<file path="src/rtl/seq_decode_pkg.sv">
// Shared types for the decode/sequence control unit.
// Opcode constants, phase-state enum and instruction-class flags.
package seq_decode_pkg;

  localparam logic [5:0] OP_MUL = 6'b011100;
  localparam logic [5:0] OP_MLA = 6'b011101;
  localparam logic [5:0] OP_MLS = 6'b011110;
  localparam logic [5:0] OP_PSH = 6'b101000;
  localparam logic [5:0] OP_POP = 6'b101001;
  localparam logic [5:0] OP_NOP = 6'b111110;
  localparam logic [5:0] OP_STP = 6'b111111;

  typedef enum logic [1:0] {
    ST_IDLE,
    ST_FETCH,
    ST_EXEC1,
    ST_EXEC2
  } state_t;

  typedef struct packed {
    logic is_alu;
    logic is_ujmp;
    logic is_jmp;
    logic is_mul;
    logic is_psh;
    logic is_pop;
    logic is_stp;
    logic is_load;
    logic is_store;
  } cls_t;

endpackage

</file>
<file path="src/rtl/seq_decode_class.sv">
// Combinational instruction classifier: class flags and register fields.
// i_instr -> o_cls, o_rd, o_rs1, o_rs2, o_rls.
module seq_decode_class
  import seq_decode_pkg::*;
#(
  parameter  int RW = 3,
  localparam int IW = 7 + 3 * RW
) (
  input  logic [IW-1:0] i_instr,
  output cls_t          o_cls,
  output logic [RW-1:0] o_rd,
  output logic [RW-1:0] o_rs1,
  output logic [RW-1:0] o_rs2,
  output logic [RW-1:0] o_rls
);

  logic       w_msb;
  logic       w_ls;
  logic [5:0] w_op;

  assign w_msb = i_instr[IW-1];
  assign w_ls  = i_instr[IW-2];
  assign w_op  = i_instr[3*RW+5:3*RW];
  assign o_rd  = i_instr[3*RW-1:2*RW];
  assign o_rs1 = i_instr[2*RW-1:RW];
  assign o_rs2 = i_instr[RW-1:0];
  assign o_rls = i_instr[IW-3 -: RW];

  always_comb begin
    o_cls = '0;
    if (w_msb) begin
      o_cls.is_load  = ~w_ls;
      o_cls.is_store = w_ls;
    end else begin
      casez (w_op)
        6'b0000??:              o_cls.is_ujmp = 1'b1;
        6'b0001??, 6'b0010??:   o_cls.is_jmp  = 1'b1;
        OP_MUL, OP_MLA, OP_MLS: o_cls.is_mul  = 1'b1;
        OP_PSH:                 o_cls.is_psh  = 1'b1;
        OP_POP:                 o_cls.is_pop  = 1'b1;
        OP_STP:                 o_cls.is_stp  = 1'b1;
        OP_NOP:                 o_cls         = '0;
        default:                o_cls.is_alu  = 1'b1;
      endcase
    end
  end

endmodule

</file>
<file path="src/rtl/seq_decode_ctrl.sv">
// Decoder plus FETCH/EXEC1/EXEC2 sequencer with fetch handshake and idle.
// clk/rst_n/run/imem_* in; phase, halted, register/RAM/ALU/stack ctrl out.
module seq_decode_ctrl
  import seq_decode_pkg::*;
#(
  parameter  int NREG    = 8,
  parameter  int MUL_LAT = 2,
  localparam int RW      = $clog2(NREG),
  localparam int IW      = 7 + 3 * RW
) (
  input  logic            clk,
  input  logic            rst_n,
  input  logic            run,
  output logic            imem_req,
  input  logic            imem_valid,
  input  logic [IW-1:0]   imem_data,
  input  logic            cond_result,
  output logic [2:0]      phase,
  output logic            halted,
  output logic            pc_count,
  output logic [NREG-1:0] reg_wen,
  output logic [RW-1:0]   s1,
  output logic [RW-1:0]   s2,
  output logic [RW-1:0]   s3,
  output logic            s4,
  output logic            dmem_en,
  output logic            dmem_wren,
  output logic            alu_en,
  output logic            stack_en,
  output logic            stack_rst,
  output logic            stack_rw
);

  localparam int CW = (MUL_LAT > 1) ? $clog2(MUL_LAT) : 1;

  state_t        r_state;
  logic [IW-1:0] r_instr;
  logic [CW-1:0] r_cnt;

  cls_t          w_cls;
  logic [RW-1:0] w_rd;
  logic [RW-1:0] w_rs1;
  logic [RW-1:0] w_rs2;
  logic [RW-1:0] w_rls;
  logic          w_last;
  logic          w_taken;
  logic          w_exec;
  logic          w_active;

  seq_decode_class #(.RW(RW)) u_class (
    .i_instr (r_instr),
    .o_cls   (w_cls),
    .o_rd    (w_rd),
    .o_rs1   (w_rs1),
    .o_rs2   (w_rs2),
    .o_rls   (w_rls)
  );

  // LOAD/POP finish after one EXEC2 cycle; multiplies wait on the counter.
  assign w_last   = w_cls.is_mul ? (r_cnt == CW'(MUL_LAT - 1)) : 1'b1;
  assign w_taken  = w_cls.is_ujmp | (w_cls.is_jmp & cond_result);
  assign w_exec   = (r_state == ST_EXEC1) || (r_state == ST_EXEC2);
  assign w_active = (r_state != ST_IDLE);

  always_ff @(posedge clk or negedge rst_n) begin
    if (!rst_n) begin
      r_state <= ST_IDLE;
      r_instr <= '0;
      r_cnt   <= '0;
    end else begin
      unique case (r_state)
        ST_IDLE: begin
          if (run) r_state <= ST_FETCH;
        end
        ST_FETCH: begin
          if (imem_valid) begin
            r_instr <= imem_data;
            r_state <= ST_EXEC1;
          end
        end
        ST_EXEC1: begin
          r_cnt <= '0;
          if (w_cls.is_load | w_cls.is_mul | w_cls.is_pop)
            r_state <= ST_EXEC2;
          else if (w_cls.is_stp)
            r_state <= ST_IDLE;
          else
            r_state <= ST_FETCH;
        end
        ST_EXEC2: begin
          if (w_last) begin
            r_cnt   <= '0;
            r_state <= ST_FETCH;
          end else begin
            r_cnt <= r_cnt + CW'(1);
          end
        end
        default: r_state <= ST_IDLE;
      endcase
    end
  end

  always_comb begin
    imem_req  = 1'b0;
    phase     = 3'b000;
    halted    = 1'b0;
    pc_count  = 1'b0;
    reg_wen   = '0;
    dmem_en   = 1'b0;
    dmem_wren = 1'b0;
    stack_en  = 1'b0;
    stack_rst = 1'b0;
    stack_rw  = 1'b0;
    unique case (r_state)
      ST_IDLE: halted = 1'b1;
      ST_FETCH: begin
        imem_req = 1'b1;
        phase    = 3'b001;
      end
      ST_EXEC1: begin
        phase    = 3'b010;
        pc_count = ~(w_taken | w_cls.is_stp);
        if (w_cls.is_alu) reg_wen = NREG'(1) << w_rd;
        else if (w_taken) reg_wen = NREG'(1);
        dmem_en   = w_cls.is_load | w_cls.is_store;
        dmem_wren = w_cls.is_store;
        stack_en  = w_cls.is_psh;
        stack_rst = w_cls.is_stp;
      end
      ST_EXEC2: begin
        phase    = 3'b100;
        stack_en = w_cls.is_pop;
        stack_rw = w_cls.is_pop;
        if (w_last) begin
          if (w_cls.is_load)
            reg_wen = NREG'(1) << w_rls;
          else if (w_cls.is_mul | w_cls.is_pop)
            reg_wen = NREG'(1) << w_rd;
        end
      end
      default: halted = 1'b1;
    endcase
  end

  always_comb begin
    s1 = '0;
    s2 = '0;
    s3 = '0;
    if (w_exec) begin
      if (w_cls.is_alu | w_cls.is_mul) begin
        s1 = w_rs1;
        s2 = w_rs2;
        s3 = w_rd;
      end else if (w_cls.is_store) begin
        s1 = w_rls;
      end else if (w_cls.is_psh) begin
        s1 = w_rs1;
      end
    end
  end

  assign s4     = ~(w_cls.is_load & w_active);
  assign alu_en = (w_cls.is_load | w_cls.is_store) & w_active;

endmodule

</file>
<file path="config.mk">
export PLATFORM = sky130hd
export DESIGN_NAME = seq_decode_ctrl
export DESIGN_NICKNAME = d
export VERILOG_FILES = /design/src/rtl/seq_decode_pkg.sv /design/src/rtl/seq_decode_class.sv /design/src/rtl/seq_decode_ctrl.sv
export SDC_FILE = /design/constraint.sdc
export NUM_CORES = 1
export LEC_CHECK = 0
export CORE_MARGIN = 10
export CORE_UTILIZATION = 40
export DETAILED_ROUTE_END_ITERATION = 10
export PLACE_DENSITY = 0.71
export SLEW_MARGIN = 20
export SYNTH_ARGS = -nofsm -noshare
export SYNTH_HDL_FRONTEND = slang
export SYNTH_SLANG_ARGS = --single-unit
</file>
<file path="constraint.sdc">
create_clock -name clk -period 2.8 [get_ports clk]
set_clock_uncertainty 0.1 [all_clocks]
set_input_delay 0.7 -clock clk [delete_from_list [all_inputs] [get_ports clk]]
set_output_delay 0.7 -clock clk [all_outputs]
set_load 0.01 [all_outputs]
</file>
**Yosys cells after proc, flatten, opt, wreduce, memory -nomap -nowiden**

Index checks and enable logic that the tools add are counted.

- Shift-type cells: 2
- Divide/modulo/power cells: 0
- Reductions and logical operators: 10
- Eq/ne operators: 15
- Magnitude comparators: 0
- Bitwise operators: 13
- Muxes and demuxes: 41
- $add $sub $neg: 1
- Multiply operators: 0

Operators with widths:

| operator | number |
|---|---|
| $mux 8 | 4 |
| $eq 6x6->1 const B | 4 |
| $mux 3 | 8 |
| $eq 6x5->1 const B | 3 |
| $mux 1 | 18 |
| $pmux 8 s2 | 1 |
| $shl 1x3->8 const A | 2 |
| $mux 2 | 5 |
| $reduce_or 10->1 | 1 |
| $pmux 3 s3 | 1 |
| $pmux 2 s4 | 1 |
| $mux 7 | 1 |
| $or 1x1->1 | 7 |
| $ne 2x2->1 const B | 3 |
| $eq 2x2->1 const B | 2 |
| $eq 4x1->1 const B | 1 |
| $eq 4x2->1 const B | 1 |
| $logic_not 4->1 | 1 |
| $pmux 1 s2 | 2 |
| $reduce_bool 2->1 | 2 |
| $and 1x1->1 | 3 |
| $not 1->1 | 3 |
| $reduce_and 3->1 | 1 |
| $reduce_or 3->1 | 1 |
| other kinds (6) | 6 |

- Memory bits (read-only): 0
- Output and inout bits: 30
- Word-level logic and storage cells: 85
- Bits in writable memories: 0
- Register bits: 19
- Memories: 0
- Bits in latches: 0
- Bits of input ports: 21

**Logic depth before layout (Yosys ltp)**

Gate-level depths: netlist of run 1.

- Depth in word-level cells: 9
- Gate-level depth with buffers: 7
- Gate-level depth less buffers: 6

**Hierarchy**

Synthesis of run 1 repeated with hierarchy kept, for this count alone.

- Cells, all modules: 160
- Area, all modules: 1545.2 um2

By module, submodules not included:

| module | cells each | times used | area each (um2) | sequential area each (um2) |
|---|---|---|---|---|
| seq_decode_ctrl | 129 | 1 | 1322.5 | 475.5 |
| seq_decode_class | 31 | 1 | 222.7 | 0.0 |

**Worst setup path before layout of run 1**

No wires, ideal clock.

- Path type: register to output
- Start point: reg r_state[0]
- End point: out reg_wen[1]
- Path buffers: 0
- Required time: 2.000 ns
- Path slack: 0.228 ns
- Data arrival time: 1.772 ns
- Stages on the path, launching flop included: 7
- Cells stage by stage: dfrtp_1 inv_1 ha_1 or3b_1 a211o_1 or3b_1 o211ai_1

- Longest elaborated chain between the ends: 2

RTL lines:

| what | RTL line | RTL |
|---|---|---|
| start: declaration | seq_decode_ctrl.sv:36 | `state_t r_state;` |
| start signal: assignment | seq_decode_ctrl.sv:67 | `r_state <= ST_IDLE;` |
| start signal: assignment | seq_decode_ctrl.sv:73 | `if (run) r_state <= ST_FETCH;` |
| start signal: assignment | seq_decode_ctrl.sv:78 | `r_state <= ST_EXEC1;` |
| $eq 2x2->1 | seq_decode_ctrl.sv:114 | `unique case (r_state)` |
| $pmux 8 s2 (*) | seq_decode_ctrl.sv:114 |  |
| end: declaration | seq_decode_ctrl.sv:21 | `output logic [NREG-1:0] reg_wen,` |

Mark *: on every way between the ends. The rest lies on a longest branch, timed or not.

**Worst setup path after layout of run 1**

- Start point: reg r_instr[14]
- End point: out s2[2]

- Longest elaborated chain between the ends: 7

RTL lines:

| what | RTL line | RTL |
|---|---|---|
| start: declaration | seq_decode_ctrl.sv:37 | `logic [IW-1:0] r_instr;` |
| start signal: assignment | seq_decode_ctrl.sv:77 | `r_instr <= imem_data;` |
| $eq 6x6->1, or another cell as far along | seq_decode_class.sv:35 | `casez (w_op)` |
| $reduce_or 10->1 (no line) / $reduce_or 3->1 (equally long branches) | - |  |
| $mux 1 | seq_decode_class.sv:35 |  |
| $mux 7 (*) | seq_decode_class.sv:31 | `if (w_msb) begin` |
| $or 1x1->1 (*) | seq_decode_ctrl.sv:150 | `if (w_cls.is_alu \| w_cls.is_mul) begin` |
| $mux 3 (*) | seq_decode_ctrl.sv:150 |  |
| $mux 3 (*) | seq_decode_ctrl.sv:149 | `if (w_exec) begin` |
| end: declaration | seq_decode_ctrl.sv:23 | `output logic [RW-1:0] s2,` |

Marked as above.

==> flow_summary.json, run 1 <==
{
  "busiest_layer": "met2",
  "tritoncts": "done",
  "clkSinkCount": 19,
  "viasPerCell": 5.742,
  "use_met1": 0.1980,
  "die_w_um": 82.16,
  "hold_path_class": "reg2reg",
  "synth_cell_types": 48,
  "htree_levels": 1,
  "num_vias": 1849,
  "grt_usage": 0.1695,
  "final-max-slew-violation-count": 0,
  "core_um2": 3689,
  "cts.path.max_buffers": 2,
  "wirelength_um": 6066,
  "ant_nets": 0,
  "syn-num-nets": 195,
  "dpl.hpwl_um": 4231,
  "max_freq_mhz": 330.8,
  "first_global_vias": 1953,
  "criticalPathCategory": "reg2out",
  "maxCapViolations": 0,
  "syn_area_um2": 1545,
  "yosysSeqAreaShare": 0.3077,
  "fin_total_pwr_uw": 2888,
  "use_met2": 0.2908,
  "start_util": 0.4189,
  "rows": 22,
  "cts_made_buffers": 3,
  "cp-startpoint": "r_instr[14]$_DFFE_PN0P_",
  "drc": 0,
  "violations": "setup timing",
  "outcome": "finished with violations",
  "die-height_um": 82.16,
  "fin_crit_ps": 3023,
  "whs_ps": 408.1,
  "antenna_cells": 0,
  "dr.pass1.iters": 4,
  "power.density_nw_per_um2": 1068,
  "setup_viol": 16,
  "grt_first_pass_wirelength_um": 9211,
  "routedWlPerCell_um": 18.84,
  "drt_iter0_markers": 128,
  "final_hold_viol_count": 0,
  "ys.flop_type": "dfrtp_1",
  "antenna_found_initial": 0,
  "max_slew_margin": 0.7512,
  "gp_congestion": 0.9059,
  "die_area_um2": 6749,
  "crit_required_ps": 2000,
  "synthArstFlopShare": 1.000,
  "num-nets-final": 300,
  "clockRootBuffer": "clkbuf_8",
  "grt.overflow.total": 0,
  "port_buffers": 50,
  "postSynthCellCount": 170,
  "hp-start": "r_instr[2]$_DFFE_PN0P_",
  "tightest_slew_ps": 370.3,
  "cp-end-kind": "output pin",
  "arrival_ps": 2220,
  "grt_setup_unrepaired": "true",
  "syn_avg_cell_area_um2": 9.090,
  "yosys_register_bits": 19,
  "worst_ir_drop_vdd_v": 0.0006074,
  "clk-insertion-delay-late_ps": 260,
  "layout_setup_ws_ps": -223.0,
  "synth_edf_count": 0,
  "power.leakage_uw": 0.001185,
  "area_growth_pct": 74.98,
  "rr_startpoint": "r_instr[11]$_DFFE_PN0P_",
  "yosys_warnings": 0,
  "grtUsageMet3": 0.04320,
  "clk_pin_slew_worst_paths_ps": 70,
  "setup.worst_path.start_class": "flop",
  "fin_crit_sh": 1.080,
  "drive_above_1_share": 0.5000,
  "ioPinCount": 51,
  "cp_max_fo": 4,
  "grt_max_degree": 20
}
layout by cell type, fill, tap and decap left out, types with 3 or more instances in the layout:
cell type and n:
nor2b_1 3, and3_1 4, ha_1 3, clkdlybuf4s50_1 28, and2_1 4, or3b_1 3, buf_6 7, a21oi_1 3
a211o_1 3, buf_2 18, clkbuf_8 3, nand2b_1 3, nor3b_2 5, a31oi_1 5, nor3_1 4, dlygate4sd2_1 4
inv_1 7, mux2_2 17, a311oi_2 3, dfrtp_1 17, buf_4 54, nand3_1 5, nor2_1 5, nand2_1 9
a211oi_2 3
stage by stage:
| step | TNS (ps) | area (µm²) | std cells | util | setup WS (ps) |
|---|---|---|---|---|---|
| final | -2225 | 2704 | 322 | 0.7330 | -223.0 |
| after global placement | -3141 | 2392 | 302 | 0.6486 | -684.0 |
| after floorplan | 0 | 1545 | 170 | - | 227.5 |
| after detailed placement | -3496 | 2392 | 302 | 0.6486 | -726.2 |
| after CTS | -1086 | 2600 | 317 | 0.7049 | -132.9 |
| after global routing | -3237 | 2704 | 322 | 0.7330 | -266.1 |
layer usage:
layer	part of all wire	wire, µm
met3	0.069	419
met2	0.51	3064
met1	0.40	2456
met5	0	0
met4	0.021	125
synth_stat cells, drive strengths merged, types with 2 or more instances:
cell / count / area (µm²)
o22ai: 2 / 12.51
buf: 5 / 32.53
nor2: 6 / 22.52
nor3b: 6 / 45.04
ha: 4 / 50.05
and2: 4 / 25.02
a2111oi: 2 / 17.52
a31oi: 5 / 31.28
a311oi: 3 / 26.28
nand2: 9 / 33.78
o21ai: 3 / 15.01
clkbuf: 7 / 26.28
a211oi: 3 / 22.52
nor3: 5 / 25.02
nand3b: 2 / 15.01
o221ai: 3 / 26.28
nand2b: 4 / 25.02
nand3: 7 / 35.03
and3: 4 / 25.02
inv: 9 / 33.78
a21oi: 4 / 23.77
o211ai: 2 / 15.01
mux2: 17 / 191.4
or3b: 3 / 26.28
a21o: 2 / 15.01
mux2i: 2 / 20.02
dfrtp: 19 / 475.5
nor4bb: 2 / 20.02
a211o: 3 / 26.28
or3: 2 / 12.51
nor4: 2 / 12.51
nor2b: 5 / 31.28
report_power, final:
group | internal, µW | switching (µW) | total [µW]
clock network | 99.1 | 91.7 | 191
registers | 412 | 152 | 564
logic | 1080 | 1050 | 2130
cells by family after synthesis:
| family | after synthesis | share of synthesized area |
|---|---|---|
| muxes | 19 | 0.1368 |
| AOI/OAI and AO/OA | 39 | 0.1887 |
| and+or+nand+nor | 67 | 0.2680 |
| DFF | 19 | 0.3077 |
| buffers and inverters | 21 | 0.05992 |
| adders and majority gates | 5 | 0.03887 |
cell type report:
class | count | area (µm²)
inverters | 9 | 33.78
well taps | 48 | 60.06
repair buffers | 112 | 899.6
fillers | 278 | 984.7
flip-flops and latches | 19 | 478.0
clock buffers | 3 | 41.29
clock inverters | 1 | 5.005
multi-input cells | 130 | 1186
worst max-delay path, stage by stage, from the launching register on:
cell	delay [ps]
dfrtp_1	440
buf_6	150
buf_4	140
nand2b_1	230
a211oi_2	310
a21oi_2	110
buf_4	150
buf_6	120
nor3b_2	170
buf_2	150
path summary, 6_finish.rpt:
| check | depth (start not counted) | slack [ps] | to |
|---|---|---|---|
| max | 9 | -220 | s2[2] |
| min | 1 | 410 | r_instr[2]$_DFFE_PN0P_ |
| max reg2reg | 7 | 810 | r_state[0]$_DFFE_PN0P_ |
| min reg2reg | 1 | 410 | r_instr[2]$_DFFE_PN0P_ |
| max in group asynchronous | 2 | 1720 | r_instr[11]$_DFFE_PN0P_ |
| min in group asynchronous | 2 | 660 | r_instr[0]$_DFFE_PN0P_ |
flip-flops by register name (all words and copies together) (netlist names):
signal,flops
r_instr,16
r_state,2
r_cnt,1
what timing repair did:
item | CTS | global route
resized for setup | 120 | 17
pin swaps | 24 | 14
setup endpoints to repair | 21 | 20
gates cloned | 2 | 0
buffers inserted | 9 | 6
hold buffers | 0 | 0
Power figures use the tool's default switching activity.
==> run 2, diff against run 1 <==
Settings changed: CORE_UTILIZATION 40 to 46, PLACE_DENSITY 0.71 to 0.88, SLEW_MARGIN 20 to 30.
==> flow_summary.json, run 2 (synthesis results as in run 1) <==
{
  "power_frac_comb": 0.770,
  "routedWlPerCell_um": 25.30,
  "cts_made_buffers": 3,
  "fin_cells": 325,
  "switching_share": 0.4757,
  "die_area_um2": 6078,
  "core_um2": 3128,
  "die_w_um": 77.96,
  "crit_required_ps": 2000,
  "drive_above_1_share": 0.5480,
  "tritoncts": "done",
  "dpl.hpwl_um": 4248,
  "setup_viol": 22,
  "p_clk_frac": 0.049,
  "rr_startpoint": "r_instr[12]$_DFFE_PN0P_",
  "antenna_found_initial": 0,
  "largest-register": "r_instr",
  "layout_setup_ws_ps": -415.3,
  "clockRootBuffer": "clkbuf_4",
  "reg_top3": "r_instr x16, r_state x2, r_cnt x1",
  "power.density_nw_per_um2": 1150,
  "maxCapViolations": 0,
  "antenna_cells": 0,
  "cts_hold_buf": 0,
  "dpl.cell_count": 301,
  "seq_power_share": 0.181,
  "clk_pin_slew_worst_paths_ps": 140,
  "grt.overflow.total": 0,
  "cp-startpoint": "r_instr[15]$_DFFE_PN0P_",
  "fin_crit_sh": 1.148,
  "fillers": 124,
  "final.setup.tns_ps": -4483,
  "final-max-slew-violation-count": 0,
  "port_buffers": 50,
  "worst_ir_drop_vdd_v": 0.0007699,
  "tightest_slew_ps": 538.6,
  "area_growth_pct": 83.40,
  "arrival_ps": 2420,
  "worstReg2RegEnd": "r_state[0]$_DFFE_PN0P_",
  "rows": 20,
  "clk-insertion-delay-late_ps": 340,
  "cts.path.max_buffers": 2,
  "hp-start": "r_instr[2]$_DFFE_PN0P_",
  "final_hold_viol_count": 0,
  "grt_usage": 0.2168,
  "gp_congestion": 0.9305,
  "p_int_uw": 1708,
  "largest_reg_flops": 16,
  "cp_max_fo": 3,
  "num_vias": 2168,
  "wirelength_um": 8224,
  "final_cell_mix": "55 x buf_4, 27 x clkdlybuf4s50_1, 17 x mux2_2",
  "grt_setup_unrepaired": "true",
  "violations": "setup timing",
  "place_ws_ps": -691.3,
  "die-height_um": 77.96,
  "grt_first_pass_wirelength_um": 10880,
  "r2r_cells": 6,
  "num-nets-final": 307,
  "layout_commonest_cell": "buf_4",
  "outcome": "finished with violations",
  "dr.pass1.iters": 5,
  "rrSetupSlack_ps": 570,
  "grt_max_degree": 20,
  "switchingPower_uw": 1550,
  "drt_iter0_markers": 240,
  "max_freq_mhz": 311.0,
  "seqCellArea_um2": 480.5,
  "cp-end-kind": "output pin",
  "hold_path_class": "reg2reg",
  "first_global_vias": 2090,
  "crit_end": "reg_wen[1]",
  "ioPinCount": 51,
  "dpl-instance-area_um2": 2410,
  "max_slew_margin": 0.6382,
  "start_util": 0.4940,
  "ant_nets": 0,
  "power.leakage_uw": 0.001240,
  "viasPerCell": 6.671,
  "fin_crit_ps": 3215,
  "fin_area_um2": 2834,
  "setup.worst_path.start_class": "flop",
  "criticalPathCategory": "reg2out",
  "drc": 0,
  "clkSinkCount": 19,
  "multi_input_area_um2": 1249,
  "htree_levels": 1
}
==> run 2: worst min-delay path by stage <==
stage / to / slack [ps] / depth (start not counted)
finish: r_instr[2]$_DFFE_PN0P_ / 420 / 1
detailed placement: r_instr[2]$_DFFE_PN0P_ / 390 / 1
global route: r_instr[2]$_DFFE_PN0P_ / 430 / 1
floorplan: r_cnt$_DFFE_PN0P_ / 300 / 0
CTS: r_instr[5]$_DFFE_PN0P_ / 420 / 1
global placement: r_cnt$_DFFE_PN0P_ / 380 / 1
==> run 2: timing repair <==
| item | 4_1_cts | 5_1_grt |
|---|---|---|
| pin swaps | 15 | 18 |
| hold endpoints to repair | 0 | 0 |
| resized for setup | 103 | 62 |
| endpoints found under the setup margin | 22 | 22 |
| setup buffers | 13 | 8 |
==> run 2: final cells by class <==
cell class | instances | area share
multi-input cells | 130 | 0.4406
flip-flops and latches | 19 | 0.1695
well taps | 44 | 0.01943
clock inverters | 1 | 0.001766
clock buffers | 3 | 0.007947
inverters | 9 | 0.01192
repair buffers | 119 | 0.3488
==> run 2: metrics by stage <==
| stage | util | hold WS (ps) | total power (µW) |
|---|---|---|---|
| 5_1_grt | 0.9060 | 433.9 | 3349 |
| 2_1_floorplan | - | 304.4 | 1390 |
| 3_3_place_gp | 0.7704 | 377.7 | 2174 |
| 6_report | 0.9060 | 422.4 | 3258 |
| 3_5_place_dp | 0.7704 | 388.8 | 2244 |
| 4_1_cts | 0.8332 | 424.3 | 2713 |
==> run 2: power by group through the flow <==
stage | Combinational, µW | Sequential, µW | Clock [µW]
3_5_place_dp | 1680 | 565 | 0
6_report | 2510 | 590 | 160
2_1_floorplan | 881 | 509 | 0
3_3_place_gp | 1620 | 553 | 0
5_1_grt | 2600 | 588 | 165
4_1_cts | 2030 | 536 | 146
==> run 2: layer usage <==
metal / vias up / wire, µm / global-route usage
met1: 1010 / 3011 / 0.2447
li1: 871 / - / -
met5: - / 0 / 0
met3: 77 / 919 / 0.06336
met4: 0 / 565 / 0.1093
met2: 210 / 3727 / 0.3640
==> run 2: worst max-delay path: stages, from the launching register on <==
cell and delay [ps]:
dfrtp_1 450, buf_4 160, buf_4 140, or3b_1 340, a211o_1 290, or3b_1 410, o211ai_1 110, buf_2 170
==> RTL change 1: new RTL, config.mk and constraints of run 1 <==
Set the parameter `NREG` to 4 (it was 8).
--- a/src/rtl/seq_decode_ctrl.sv
+++ b/src/rtl/seq_decode_ctrl.sv
@@ -5,3 +5,3 @@
 #(
-  parameter  int NREG    = 8,
+  parameter  int NREG    = 4,
   parameter  int MUL_LAT = 2,
Ports: changed (5 resized); port bits go from 51 to 41. No check against the original RTL was run, so the function may have changed too.
==> RTL change 1 against run 1 <==
The run still ends with setup timing left; worst hold slack better by 0.0019 ns; power decreased by 30%; worst setup slack gained 0.22 ns; sequential power is 17% lower; global-route usage shrank 3.8 points; fmax rose by 7.9%; via count decreased by 35%; design area down 29%; synthesized area decreased by 24%; routed wire length shrank 39%; core utilization is 4.6 points lower; sequential cell count fell by 3; cell count down 31%.
==> RTL change 1: results (changes against run 1) <==
| Metric | Value |
|---|---|
| Port Buf Inserts | 40 (-20%) |
| CP top delay family | compound AO/OA/AOI/OAI gates |
| Critical path arrival | 2.00 ns (-0.22 ns) |
| CTS Root Cell | clkbuf_4 |
| First-pass GRT wire length | 5.76 mm (-37%) |
| RR Endpoint | r_state[1]$_DFFE_PN0P_ |
| # fillers | 225 (-19%) |
| Power Dens Cells | 1060 nW/um^2 (-0.62%) |
| Largest net degree at the start of global routing | 17 (-15%) |
| Clock latency on the worst-skew pair | 0.30 ns (+0.04 ns) |
| Crit-path slowest cell | dfrtp_2 |
| Maximum vdd drop | 0.729 mV (+20%) |
| Seq/Total Area, Yosys | 34.3% (+3.5 points) |
| DP Area | 1770 sq um (-26%) |
| Final HPWL DP | 2.75 mm (-35%) |
| Final wirelength | 3.68 mm (-39%) |
| Routability cong. | 0.878 (-3.1%) |
| Cells after synthesis | 124 (-27%) |
| Final WS setup | -0.00100 ns (+0.222 ns) |
| Number of setup violations in the final report | 1 (-15) |
| R2r startpoint | r_instr[11]$_DFFE_PN0P_ |
| Nets@finish | 214 (-29%) |
| Num Clock Sinks | 16 (-3) |
| Violated checks | setup timing |
| Leakage power | 0.840 nW (-29%) |
| Status | finished with violations |
| Top Registers | r_instr x13, r_state x2, r_cnt x1 |
| Worst Setup EP | s1[0] |
| Worst Max-Slew Pin Slew | 0.736 ns (+0.365 ns) |
| Global Route Usage Sum | 13.1% (-3.8 points) |
| Ratio of cells with drive above 1 in the final layout | 47.6% (-2.4 points) |
| R2R depth | 6 (-1) |
| Slowest cell delay on critical path | 0.46 ns (+0.02 ns) |
| Top post-synthesis cells by count | dfrtp_1, mux2_2, nor2_1 |
| Syn_nets | 146 (-25%) |
| Top post-synthesis cells by area | dfrtp_1, mux2_2, ha_1, a31oi_1, nor2_1 |
| Vias per cell | 5.43 (-5.5%) |
| CTS clock-pin slew for the worst setup and hold paths | 0.10 ns (+0.03 ns) |
| Post-route insts no fill | 222 (-31%) |
| Placed cells | 213 (-29%) |
| Number of global-route vias before repair | 1249 (-36%) |
| Initial antenna violation count | 0 (unchanged) |
| Synth cell types | 40 (-17%) |
| Reg2Reg Setup Slack | 0.91 ns (+0.10 ns) |
| CP startpoint | r_instr[8]$_DFFE_PN0P_ |
| Crit Path Max Fanout | 6 (+2) |
| Initial detailed-routing violation count | 51 (-60%) |
## RTL change 1: cell count changes in the layout (fill, tap and decap cells not counted), sizes merged, moves of 3 or more
cell,before,now
or3b,3,0
nor2,6,10
a21oi,4,1
nor3,5,0
buf,79,42
nand2,9,5
dfrtp,19,16
## RTL change 1: cells by family (layout without fill, tap and decap cells)
| kind of cell | Yosys count | after routing | share of synthesized area, % |
|---|---|---|---|
| buffers and inverters | 18 | 85 | 6.64 |
| muxes | 16 | 16 | 15.3 |
| DFF | 16 | 16 | 34.3 |
| AOI/OAI and AO/OA | 24 | 24 | 16.1 |
| adders and majority gates | 5 | 5 | 5.14 |
| and+or+nand+nor | 45 | 45 | 22.6 |
## RTL change 1: layout make-up
cell class,instances,area share (%)
inverter,9,1.77
timing repair buffer,72,31.0
clock buffer,4,1.90
multi-input combinational,90,42.2
tap,31,2.03
sequential,16,21.1
## RTL change 1: how the worst min path moves through the flow
stage                            from                     end  slack, ns  depth (start not counted)
3_3_place_gp   r_instr[0]$_DFFE_PN0P_  r_instr[0]$_DFFE_PN0P_       0.38                          1
4_1_cts        r_instr[1]$_DFFE_PN0P_  r_instr[1]$_DFFE_PN0P_       0.41                          1
6_report       r_instr[1]$_DFFE_PN0P_  r_instr[1]$_DFFE_PN0P_       0.41                          1
3_5_place_dp   r_instr[1]$_DFFE_PN0P_  r_instr[1]$_DFFE_PN0P_       0.39                          1
5_1_grt        r_instr[0]$_DFFE_PN0P_  r_instr[0]$_DFFE_PN0P_       0.43                          1
2_1_floorplan                   rst_n       r_cnt$_DFFE_PN0P_       0.30                          0
## RTL change 1: layer usage
layer  wire [um]  GRT usage, %  vias to the layer above  share of wire [%]
met5           0             0                        -                  0
met4          54          5.59                        0                1.5
met3         257          3.19                        4                7.0
met2        1900          24.1                       38                 51
met1        1470          13.8                      577                 40
li1            -             -                      586                  -
## RTL change 1: stage by stage
step / hold slack (ns) / total power [W] / setup WS [ns] / TNS, ns
2_1_floorplan: 0.304 / 0.00109 / 0.341 / 0
3_3_place_gp: 0.381 / 0.00160 / -0.667 / -1.43
3_5_place_dp: 0.389 / 0.00164 / -0.685 / -1.75
4_1_cts: 0.412 / 0.00185 / -0.0583 / -0.129
5_1_grt: 0.430 / 0.00217 / -0.0668 / -0.164
6_report: 0.410 / 0.00203 / -0.00100 / -0.00100
## RTL change 1: timing repair
action / 4_1_cts / 5_1_grt
resized for setup: 51 / 24
pin swaps: 3 / 8
endpoints found under the setup margin: 13 / 12
setup buffers: 2 / 3
cloned: 0 / 0
## RTL change 1: power by group
| group | switching [W] | leakage, nW | internal, W | total, W |
|---|---|---|---|---|
| logic | 0.000643 | 0.630 | 0.000758 | 0.00140 |
| registers | 0.000122 | 0.189 | 0.000345 | 0.000467 |
| clock network | 0.0000814 | 0.0210 | 0.0000794 | 0.000161 |
==> RTL change 2: new RTL, config.mk and constraints of run 1 <==
Without the edit above. Put a register stage on the output `pc_count`, without a reset. The value now appears one clock later. The other outputs are not delayed to match.
--- a/src/rtl/seq_decode_ctrl.sv
+++ b/src/rtl/seq_decode_ctrl.sv
@@ -34,2 +34,4 @@
   localparam int CW = (MUL_LAT > 1) ? $clog2(MUL_LAT) : 1;
+
+  logic pc_count_d;
 
@@ -106,3 +108,3 @@
     halted    = 1'b0;
-    pc_count  = 1'b0;
+    pc_count_d = 1'b0;
     reg_wen   = '0;
@@ -121,3 +123,3 @@
         phase    = 3'b010;
-        pc_count = ~(w_taken | w_cls.is_stp);
+        pc_count_d = ~(w_taken | w_cls.is_stp);
         if (w_cls.is_alu) reg_wen = NREG'(1) << w_rd;
@@ -164,2 +166,6 @@
 
+  always_ff @(posedge clk) begin
+    pc_count <= pc_count_d;
+  end
+
 endmodule
Formal check against the unedited RTL: not equivalent (a bounded check fails within 4 cycles, from zero or initial values and one cycle with rst_n low).
==> RTL change 2 against run 1 <==
Design area is 15% lower; worst setup slack better by 0.23 ns; routed wire length is 25% lower; clock power is 2% higher; synthesized cell count is 2.4% lower; synthesized area is 3.0% lower; power is 11% lower; sequential cell count is 1 higher; largest cell class unchanged; largest power group unchanged.
==> RTL change 2: results (changes against run 1) <==
| Metric | Value |
|---|---|
| GR Layer Usage met3 | 4.08% (-0.24 points) |
| Sw Pwr | 0.00110 W (-15%) |
| Seq/Total Area, Yosys | 33.1% (+2.3 points) |
| CP startpoint | r_instr[11]$_DFFE_PN0P_ |
| GR Util met1 | 14.8% (-5.0 points) |
| First-pass GRT wire length | 7.29 mm (-21%) |
| Routability cong. | 0.868 (-4.2%) |
| Initial antenna violation count | 0 (unchanged) |
| Maximum vdd drop | 0.626 mV (+3.1%) |
| Top post-synthesis cells by count | dfrtp_1, mux2_2, inv_1 |
| Worst Setup EP | stack_rw |
| Vias per cell | 5.40 (-5.9%) |
| Met2 usage | 25.1% (-4.0 points) |
| Async set-reset flop share out of synthesis | 95.0% (-5.0 points) |
| Slew HR | 74.4% (-0.74 points) |
| Hold Crit Start | r_instr[2]$_DFFE_PN0P_ |
| Slowest cell delay on critical path | 0.55 ns (+0.11 ns) |
| Nets@finish | 265 (-12%) |
| R2R depth | 6 (-1) |
| Placed cells | 279 (-7.6%) |
| Reg2Reg Setup Slack | 1.00 ns (+0.19 ns) |
| Leakage power | 0.980 nW (-17%) |
| Final Hold Slack | 0.406 ns (-0.00226 ns) |
| Ratio of cells with drive above 1 in the final layout | 33.1% (-17 points) |
| Syn avg cell area | 9.03 sq um (-0.66%) |
| R2r startpoint | r_instr[15]$_DFFE_PN0P_ |
| Crit-path slowest cell | clkdlybuf4s50_1 |
| Critical path arrival | 1.99 ns (-0.23 ns) |
| Met3 wire len | 366 um (-13%) |
| Status | finished clean |
| Hold crit path type | reg2reg |
| Initial detailed-routing violation count | 112 (-13%) |
| Final HPWL DP | 3.49 mm (-18%) |
| FF+latch count, synth | 20 (+1) |
| Top Registers | r_instr x16, r_state x2 |
| Post-route insts no fill | 287 (-11%) |
| DP Area | 2200 sq um (-8.0%) |
| Global Route Usage Sum | 13.5% (-3.4 points) |
| Number of global-route vias before repair | 1557 (-20%) |
| Synth cell types | 45 (-6.3%) |
| Met1 Wirelength | 1.76 mm (-29%) |
| Fin Setup TNS | 0 ns (+2.22 ns) |
| Final wirelength | 4.53 mm (-25%) |
| RR Endpoint | r_state[1]$_DFFE_PN0P_ |
| Top sig layer | met4 |
| WL met2 | 2.37 mm (-23%) |
| Syn_nets | 191 (-2.1%) |
RTL change 2: cell types whose count changed after synthesis, sizes merged, moves of 3 or more:
| cell | run 1 | this run |
|---|---|---|
| nand2 | 9 | 12 |
| or2 | 0 | 3 |
| a211o | 3 | 0 |
| inv | 9 | 14 |
| or3b | 3 | 0 |
| nor3 | 5 | 8 |
| o32ai | 0 | 3 |
RTL change 2: what timing repair did:
item | in CTS | in global routing
cloned | 0 | 0
buffers inserted | 3 | 1
endpoints found under the setup margin | 18 | 18
pin swaps | 2 | 2
resized for setup | 47 | 18
RTL change 2: area by class of cell:
type / instances / area (sq um)
clock buffer: 4 / 45.0
fill: 342 / 1330
inverter: 14 / 52.6
multi-input combinational: 121 / 957
sequential: 20 / 499
tap: 48 / 60.1
timing repair buffer: 80 / 693
RTL change 2: stage by stage:
| stage | worst slack (ns) | util [%] |
|---|---|---|
| after floorplan | 0.253 | - |
| after global placement | -0.393 | 60.6 |
| after detailed placement | -0.418 | 60.6 |
| after CTS | 0.00688 | 63.4 |
| after global routing | -0.0731 | 63.5 |
| final | 0.00883 | 63.5 |
RTL change 2: power by group through the flow:
stage          Clock [W]  Combinational [W]  Sequential [W]
2_1_floorplan          0           0.000978        0.000533
3_3_place_gp           0            0.00161        0.000568
3_5_place_dp           0            0.00164        0.000577
4_1_cts         0.000200            0.00174        0.000571
5_1_grt         0.000214            0.00193        0.000603
6_report        0.000195            0.00178        0.000585
RTL change 2: critical path: cells and delay by family (launching register included):
family        cells  cell delay, ns
simple gates      3            0.80
buf+inv           1            0.55
flops             1            0.39
RTL change 2: logic make-up after synthesis:
group	synth area share, %
simple gates	24.3
compound gates	18.1
buf+inv	7.10
flops	33.1
mux	13.4
fa+ha+maj	4.01
